--- src/rtl/i2c_master_ctrl.sv ---
`timescale 1ns/1ps
// Purpose  : single-register I2C master; turns write/read commands into SCL/SDA waveforms.
// Latency  : write 113*CLK_DIV clk and read 154*CLK_DIV clk from acceptance to the rsp_valid cycle.
// Backpres.: cmd_ready high only in IDLE; commands offered while busy are dropped, not queued.
//
// Ports:
//   clk, rstn                      clock, synchronous active-low reset
//   cmd_valid/cmd_ready            command handshake (accepted on valid && ready)
//   cmd_rw, cmd_dev_adr,           0 = write / 1 = read, 7-bit device address,
//   cmd_reg_adr, cmd_wdata         register address, write data
//   rsp_valid, rsp_rdata, rsp_nack one-cycle response pulse, read data, NACK seen
//   busy                           inverse of cmd_ready
//   osck, osda                     SCL / SDA drive (1 = released)
//   isda                           SDA readback from the wired-AND bus
module i2c_master_ctrl #(
    parameter int CLK_DIV = 250
) (
    input  logic       clk,
    input  logic       rstn,
    input  logic       cmd_valid,
    output logic       cmd_ready,
    input  logic       cmd_rw,
    input  logic [6:0] cmd_dev_adr,
    input  logic [7:0] cmd_reg_adr,
    input  logic [7:0] cmd_wdata,
    output logic       rsp_valid,
    output logic [7:0] rsp_rdata,
    output logic       rsp_nack,
    output logic       busy,
    output logic       osck,
    output logic       osda,
    input  logic       isda
);

    localparam int QW = (CLK_DIV > 1) ? $clog2(CLK_DIV) : 1;
    localparam logic [QW-1:0] Q_LAST = QW'(CLK_DIV - 1);

    typedef enum logic [2:0] {
        S_IDLE,
        S_START,
        S_BIT,
        S_STOP,
        S_RESP
    } state_t;

    state_t      state;
    logic [QW-1:0] qcnt;       // clk count within the current quarter
    logic [1:0]  quarter;      // q0..q3 within a bit or the STOP sequence
    logic [3:0]  bit_cnt;      // 0..8, bit 8 is the ACK slot
    logic [1:0]  byte_idx;     // byte within the current transaction
    logic        second;       // 1 = second (data-read) transaction of a read
    logic        nack_flag;
    logic [7:0]  tx_sh;        // remaining bits of the byte being sent, 1-filled
    logic [7:0]  rx_sh;
    logic        rw_q;
    logic [6:0]  dev_q;
    logic [7:0]  reg_q;
    logic [7:0]  wdata_q;

    logic        q_wrap;
    logic        rx_byte;
    logic        last_byte;
    logic [7:0]  dev_byte;
    logic [7:0]  nxt_byte;

    assign q_wrap    = (qcnt == Q_LAST);
    // Only the second byte of the read transaction is received from the slave.
    assign rx_byte   = second && (byte_idx == 2'd1);
    assign last_byte = (byte_idx == (rw_q ? 2'd1 : 2'd2));
    assign dev_byte  = {dev_q, second};
    // Byte following byte_idx; the received byte is sent as all-ones so the
    // slave owns SDA and the master's 9th bit becomes a NACK.
    assign nxt_byte  = (byte_idx == 2'd0) ? (second ? 8'hFF : reg_q) : wdata_q;
    assign busy      = ~cmd_ready;

    always_ff @(posedge clk) begin
        if (!rstn) begin
            state     <= S_IDLE;
            qcnt      <= '0;
            quarter   <= 2'd0;
            bit_cnt   <= 4'd0;
            byte_idx  <= 2'd0;
            second    <= 1'b0;
            nack_flag <= 1'b0;
            tx_sh     <= 8'hFF;
            rx_sh     <= 8'h00;
            rw_q      <= 1'b0;
            dev_q     <= 7'h00;
            reg_q     <= 8'h00;
            wdata_q   <= 8'h00;
            cmd_ready <= 1'b1;
            rsp_valid <= 1'b0;
            rsp_rdata <= 8'h00;
            rsp_nack  <= 1'b0;
            osck      <= 1'b1;
            osda      <= 1'b1;
        end else begin
            rsp_valid <= 1'b0;
            case (state)
                S_IDLE: begin
                    if (cmd_valid) begin
                        rw_q      <= cmd_rw;
                        dev_q     <= cmd_dev_adr;
                        reg_q     <= cmd_reg_adr;
                        wdata_q   <= cmd_wdata;
                        cmd_ready <= 1'b0;
                        second    <= 1'b0;
                        nack_flag <= 1'b0;
                        qcnt      <= '0;
                        osda      <= 1'b0;   // START: SDA falls while SCL high
                        state     <= S_START;
                    end
                end

                S_START: begin
                    if (q_wrap) begin
                        qcnt     <= '0;
                        quarter  <= 2'd0;
                        bit_cnt  <= 4'd0;
                        byte_idx <= 2'd0;
                        osck     <= 1'b0;
                        osda     <= dev_byte[7];
                        tx_sh    <= {dev_byte[6:0], 1'b1};
                        state    <= S_BIT;
                    end else begin
                        qcnt <= qcnt + QW'(1);
                    end
                end

                S_BIT: begin
                    if (q_wrap) begin
                        qcnt    <= '0;
                        quarter <= quarter + 2'd1;
                        case (quarter)
                            2'd1: osck <= 1'b1;
                            2'd2: begin
                                // Last clk of q2: mid-high-phase sample of the bus.
                                if (bit_cnt == 4'd8) begin
                                    if (!rx_byte && isda) nack_flag <= 1'b1;
                                end else if (rx_byte) begin
                                    rx_sh <= {rx_sh[6:0], isda};
                                end
                            end
                            2'd3: begin
                                osck <= 1'b0;
                                if (bit_cnt != 4'd8) begin
                                    bit_cnt <= bit_cnt + 4'd1;
                                    osda    <= tx_sh[7];
                                    tx_sh   <= {tx_sh[6:0], 1'b1};
                                end else if (nack_flag || last_byte) begin
                                    // Any NACK skips the rest of the transaction.
                                    osda  <= 1'b0;
                                    state <= S_STOP;
                                end else begin
                                    byte_idx <= byte_idx + 2'd1;
                                    bit_cnt  <= 4'd0;
                                    osda     <= nxt_byte[7];
                                    tx_sh    <= {nxt_byte[6:0], 1'b1};
                                end
                            end
                            default: ;
                        endcase
                    end else begin
                        qcnt <= qcnt + QW'(1);
                    end
                end

                S_STOP: begin
                    if (q_wrap) begin
                        qcnt    <= '0;
                        quarter <= quarter + 2'd1;
                        case (quarter)
                            2'd0: osck <= 1'b1;
                            2'd1: osda <= 1'b1;   // STOP: SDA rises while SCL high
                            2'd3: begin
                                if (rw_q && !second && !nack_flag) begin
                                    // STOP+START instead of a repeated START.
                                    second <= 1'b1;
                                    osda   <= 1'b0;
                                    state  <= S_START;
                                end else begin
                                    rsp_valid <= 1'b1;
                                    rsp_nack  <= nack_flag;
                                    if (rw_q && !nack_flag) rsp_rdata <= rx_sh;
                                    state     <= S_RESP;
                                end
                            end
                            default: ;
                        endcase
                    end else begin
                        qcnt <= qcnt + QW'(1);
                    end
                end

                S_RESP: begin
                    cmd_ready <= 1'b1;
                    state     <= S_IDLE;
                end

                default: state <= S_IDLE;
            endcase
        end
    end

endmodule

--- config.mk ---
export PLATFORM = sky130hd
export DESIGN_NAME = i2c_master_ctrl
export DESIGN_NICKNAME = d
export VERILOG_FILES = /design/src/rtl/i2c_master_ctrl.sv
export SDC_FILE = /design/constraint.sdc
export NUM_CORES = 1
export LEC_CHECK = 0
export ABC_CLOCK_PERIOD_IN_PS = 1700
export BUFFER_PORTS_ARGS = -buffer_cell sky130_fd_sc_hd__buf_2
export CAP_MARGIN = 5
export CORE_UTILIZATION = 35
export DETAILED_ROUTE_END_ITERATION = 16
export GPL_TIMING_DRIVEN = 0
export PLACE_DENSITY = 0.51
export SLEW_MARGIN = 40
export SYNTH_ARGS = -nofsm -noshare
export SYNTH_HDL_FRONTEND = slang
export SYNTH_SLANG_ARGS = --single-unit
--- constraint.sdc ---
create_clock -name clk -period 1.7 [get_ports clk]
set_input_delay 0 -clock clk [delete_from_list [all_inputs] [get_ports clk]]
set_output_delay 0 -clock clk [all_outputs]
set_load 0.005 [all_outputs]
==> impl_metrics.json <==
{
  "ys.flop_type": "dfxtp_1",
  "antenna_left": 0,
  "outcome": "finished clean",
  "dpl.cell_count": 616,
  "via_per_inst": 5.32,
  "critPathArrivalTime_ns": 1.97,
  "cts_sinks": 73,
  "ios": 42,
  "yosysWarnings": 0,
  "netlist_instances": 443,
  "vias": 3599,
  "synth_top_area_cell": "dfxtp_1",
  "antenna_found_initial": 0,
  "synth_seq_cells": 73,
  "fmax_mhz": 590,
  "cp_cell_sequence": "inv_2 -> ha_4 -> and3b_1 -> buf_8 -> o211ai_1 -> or2_1 -> buf_6 -> o311ai_4",
  "core-area_um2": 9860,
  "required_ns": 1.97,
  "port_buffers": 40,
  "final.setup_skew_ns": 0.0102,
  "async_flop_share_pct": 0,
  "hold_path.class": "input port to flip-flop",
  "drv_slew": 0,
  "drv_cap": 0,
  "ir_drop_v": 0.000470,
  "grt_overflow": 0,
  "wl_per_cell_um": 15.6,
  "rsz0062_at_grt": "true",
  "crit_path_max_fanout": 8,
  "dr.pass1.iters": 4,
  "h-tree-depth": 3,
  "crit_type": "flip-flop to flip-flop",
  "area_delta_synth_final_pct": 38.9,
  "finalNonFillerCells": 677,
  "grt_pass1_vias": 3246,
  "post-route-drc-count": 0,
  "relSlewSlack_pct": 44.7,
  "drive_gt1_share_pct": 30.5,
  "seq_area_frac_synth_pct": 40.7,
  "max_slew.worst_pin.slew_ns": 0.829,
  "place_congestion": 0.855,
  "grt_max_degree": 13,
  "wl_mm": 10.6,
  "synth_edf_count": 0,
  "die_w_um": 103,
  "cpPeakStageDelay_ns": 0.33,
  "cts_tree": "done",
  "cp-start-kind": "flip-flop",
  "die_h_um": 103,
  "final_util_pct": 50.6,
  "endpoint_kind": "flip-flop",
  "leakagePower_uw": 0.00181,
  "n_antenna_cell": 0,
  "groute.usage.overall_pct": 20.3,
  "final_hold_viol_count": 0,
  "clk_path_buf_depth": 2,
  "rows": 36,
  "fin_crit_sh_pct": 99.6,
  "dieArea_um2": 10700,
  "p_per_area_nw_per_um2": 894,
  "synth_top_area_share_pct": 40.7,
  "syn_area_per_cell_um2": 8.11,
  "clkTransAtPathRegs_ns": 0.07,
  "synth_cell_types": 60,
  "critPathBufInv": 3,
  "syn-num-nets": 481,
  "grt_pass1_wl_mm": 16.3,
  "clock_latency_ns": 0.37,
  "clockRootBuffer": "clkbuf_8",
  "mappedNetlistArea_um2": 3590,
  "ys_top_cells_by_area": "dfxtp_1 (41%), a21oi_1 (7.0%), nand2_1 (6.9%), nor2_1 (3.7%), ha_1 (3.5%)",
  "hpwl_mm": 6.90,
  "slowest_stage": "dfxtp_2",
  "final_nets": 577,
  "finalSetupViolCount": 0,
  "worst_path_dominant_cell_family": "simple AND/OR/NAND/NOR gates",
  "numCtsBuffers": 9,
  "period_needed_ns": 1.69,
  "drtIter0Drc": 179,
  "initial_core_util_pct": 36.4
}
[where the power goes]
group | internal, µW | leakage [µW] | switching, µW | total, µW
clock | 1010 | 0.000120 | 681 | 1690
combinational | 362 | 0.00109 | 495 | 857
sequential | 1820 | 0.000601 | 88.4 | 1910
[timing repair]
item                       CTS  global route
gates resized for setup     51            66
pin swaps                    6             8
hold endpoints to repair    25             0
cloned                       0             1
setup endpoints to repair   65            57
setup buffers               13            10
hold buffers                25             0
[placed cells by master, fill, tap and decap left out, types with 7 or more instances in the layout]
master,instances
o21ai_0,18
buf_2,41
dlygate4sd3_1,25
clkbuf_1,8
buf_4,27
clkbuf_8,10
o21ai_1,7
nor2_1,32
o21ai_2,8
nand3_1,21
dfxtp_1,60
dfxtp_2,10
inv_1,10
nand2_1,66
a21oi_1,49
[cells in the mapped netlist, types with 2 or more instances]
master	instances
and3_1	3
and3b_1	3
or3_1	3
a21o_1	2
o2111ai_1	2
nor3b_1	3
buf_2	7
o21ai_1	10
nor3_1	6
buf_4	3
nor4b_1	2
a31oi_1	4
o32ai_1	3
buf_1	2
inv_1	12
o21a_1	2
nand3b_1	4
clkbuf_1	19
nor4_1	4
a211oi_1	12
nor3_2	2
xnor2_1	6
a41o_1	2
dfxtp_1	73
nand2_1	66
nor2_1	35
o311ai_2	6
and4b_1	2
nand3_1	23
or3b_2	2
nor2b_1	3
ha_1	10
nand4_1	6
and4_1	3
a21oi_1	50
o21ai_0	24
[routing by layer]
layer / vias up / track usage [%] / share of wire (%)
li1: 1789 / - / -
met1: 1700 / 27.5 / 47
met2: 90 / 30.9 / 46
met3: 20 / 3.97 / 4.4
met4: 0 / 10.1 / 2.4
met5: - / 0 / 0
[worst paths after layout]
check	startpoint	to	slack (ns)	cells after the start
min	rstn	byte_idx[1]	0.11	3
max	qcnt[1]	tx_sh[2]	0.006	8
max reg2reg	qcnt[1]	tx_sh[2]	0.006	8
min reg2reg	reg_q[2]	reg_q[2]	0.46	2
[flip-flops by register name (all words and copies together) (netlist names)]
name       flops
qcnt           8
reg_q          8
rsp_rdata      8
rx_sh          8
wdata_q        8
dev_q          7
tx_sh          7
bit_cnt        4
state          3
byte_idx       2
quarter        2
cmd_ready      1
nack_flag      1
osck           1
osda           1
rsp_nack       1
rsp_valid      1
rw_q           1
second         1
[worst register-to-register path, cell delays in order (launching register included)]
cell	delay [ns]
dfxtp_2	0.33
inv_2	0.06
ha_4	0.12
and3b_1	0.18
buf_8	0.13
o211ai_1	0.11
or2_1	0.26
buf_6	0.16
o311ai_4	0.27
[per-stage QoR]
step | setup TNS (ns) | setup slack, ns | hold slack [ns] | area (µm²) | total power [µW]
2_1_floorplan | 0 | 0.00454 | 0.136 | 3590 | 2390
3_3_place_gp | -10.03 | -0.466 | 0.241 | 3960 | 2610
3_5_place_dp | -10.77 | -0.437 | 0.245 | 3960 | 2610
4_1_cts | -0.0131 | -0.0113 | 0.102 | 4710 | 4420
5_1_grt | -0.673 | -0.0812 | 0.131 | 4990 | 4660
6_report | 0 | 0.00620 | 0.114 | 4990 | 4460
[cell type report]
cell class / instances / area, µm²
clock buffer: 11 / 141
multi-input combinational: 326 / 2210
fill: 980 / 4880
inverter: 13 / 48.8
buffer: 27 / 199
clock inverter: 5 / 103
sequential: 73 / 1490
timing repair buffer: 89 / 631
tap: 133 / 166
[cell families after synthesis]
logic type      Yosys count  share of synthesized area [%]
mux                       1                          0.314
xor+xnor                  6                           1.46
simple gates            178                           25.1
flops                    73                           40.7
fa+ha+maj                10                           3.48
buf+inv                  44                           5.16
compound gates          131                           23.8
Note: power is estimated with default switching activity, not from simulation.
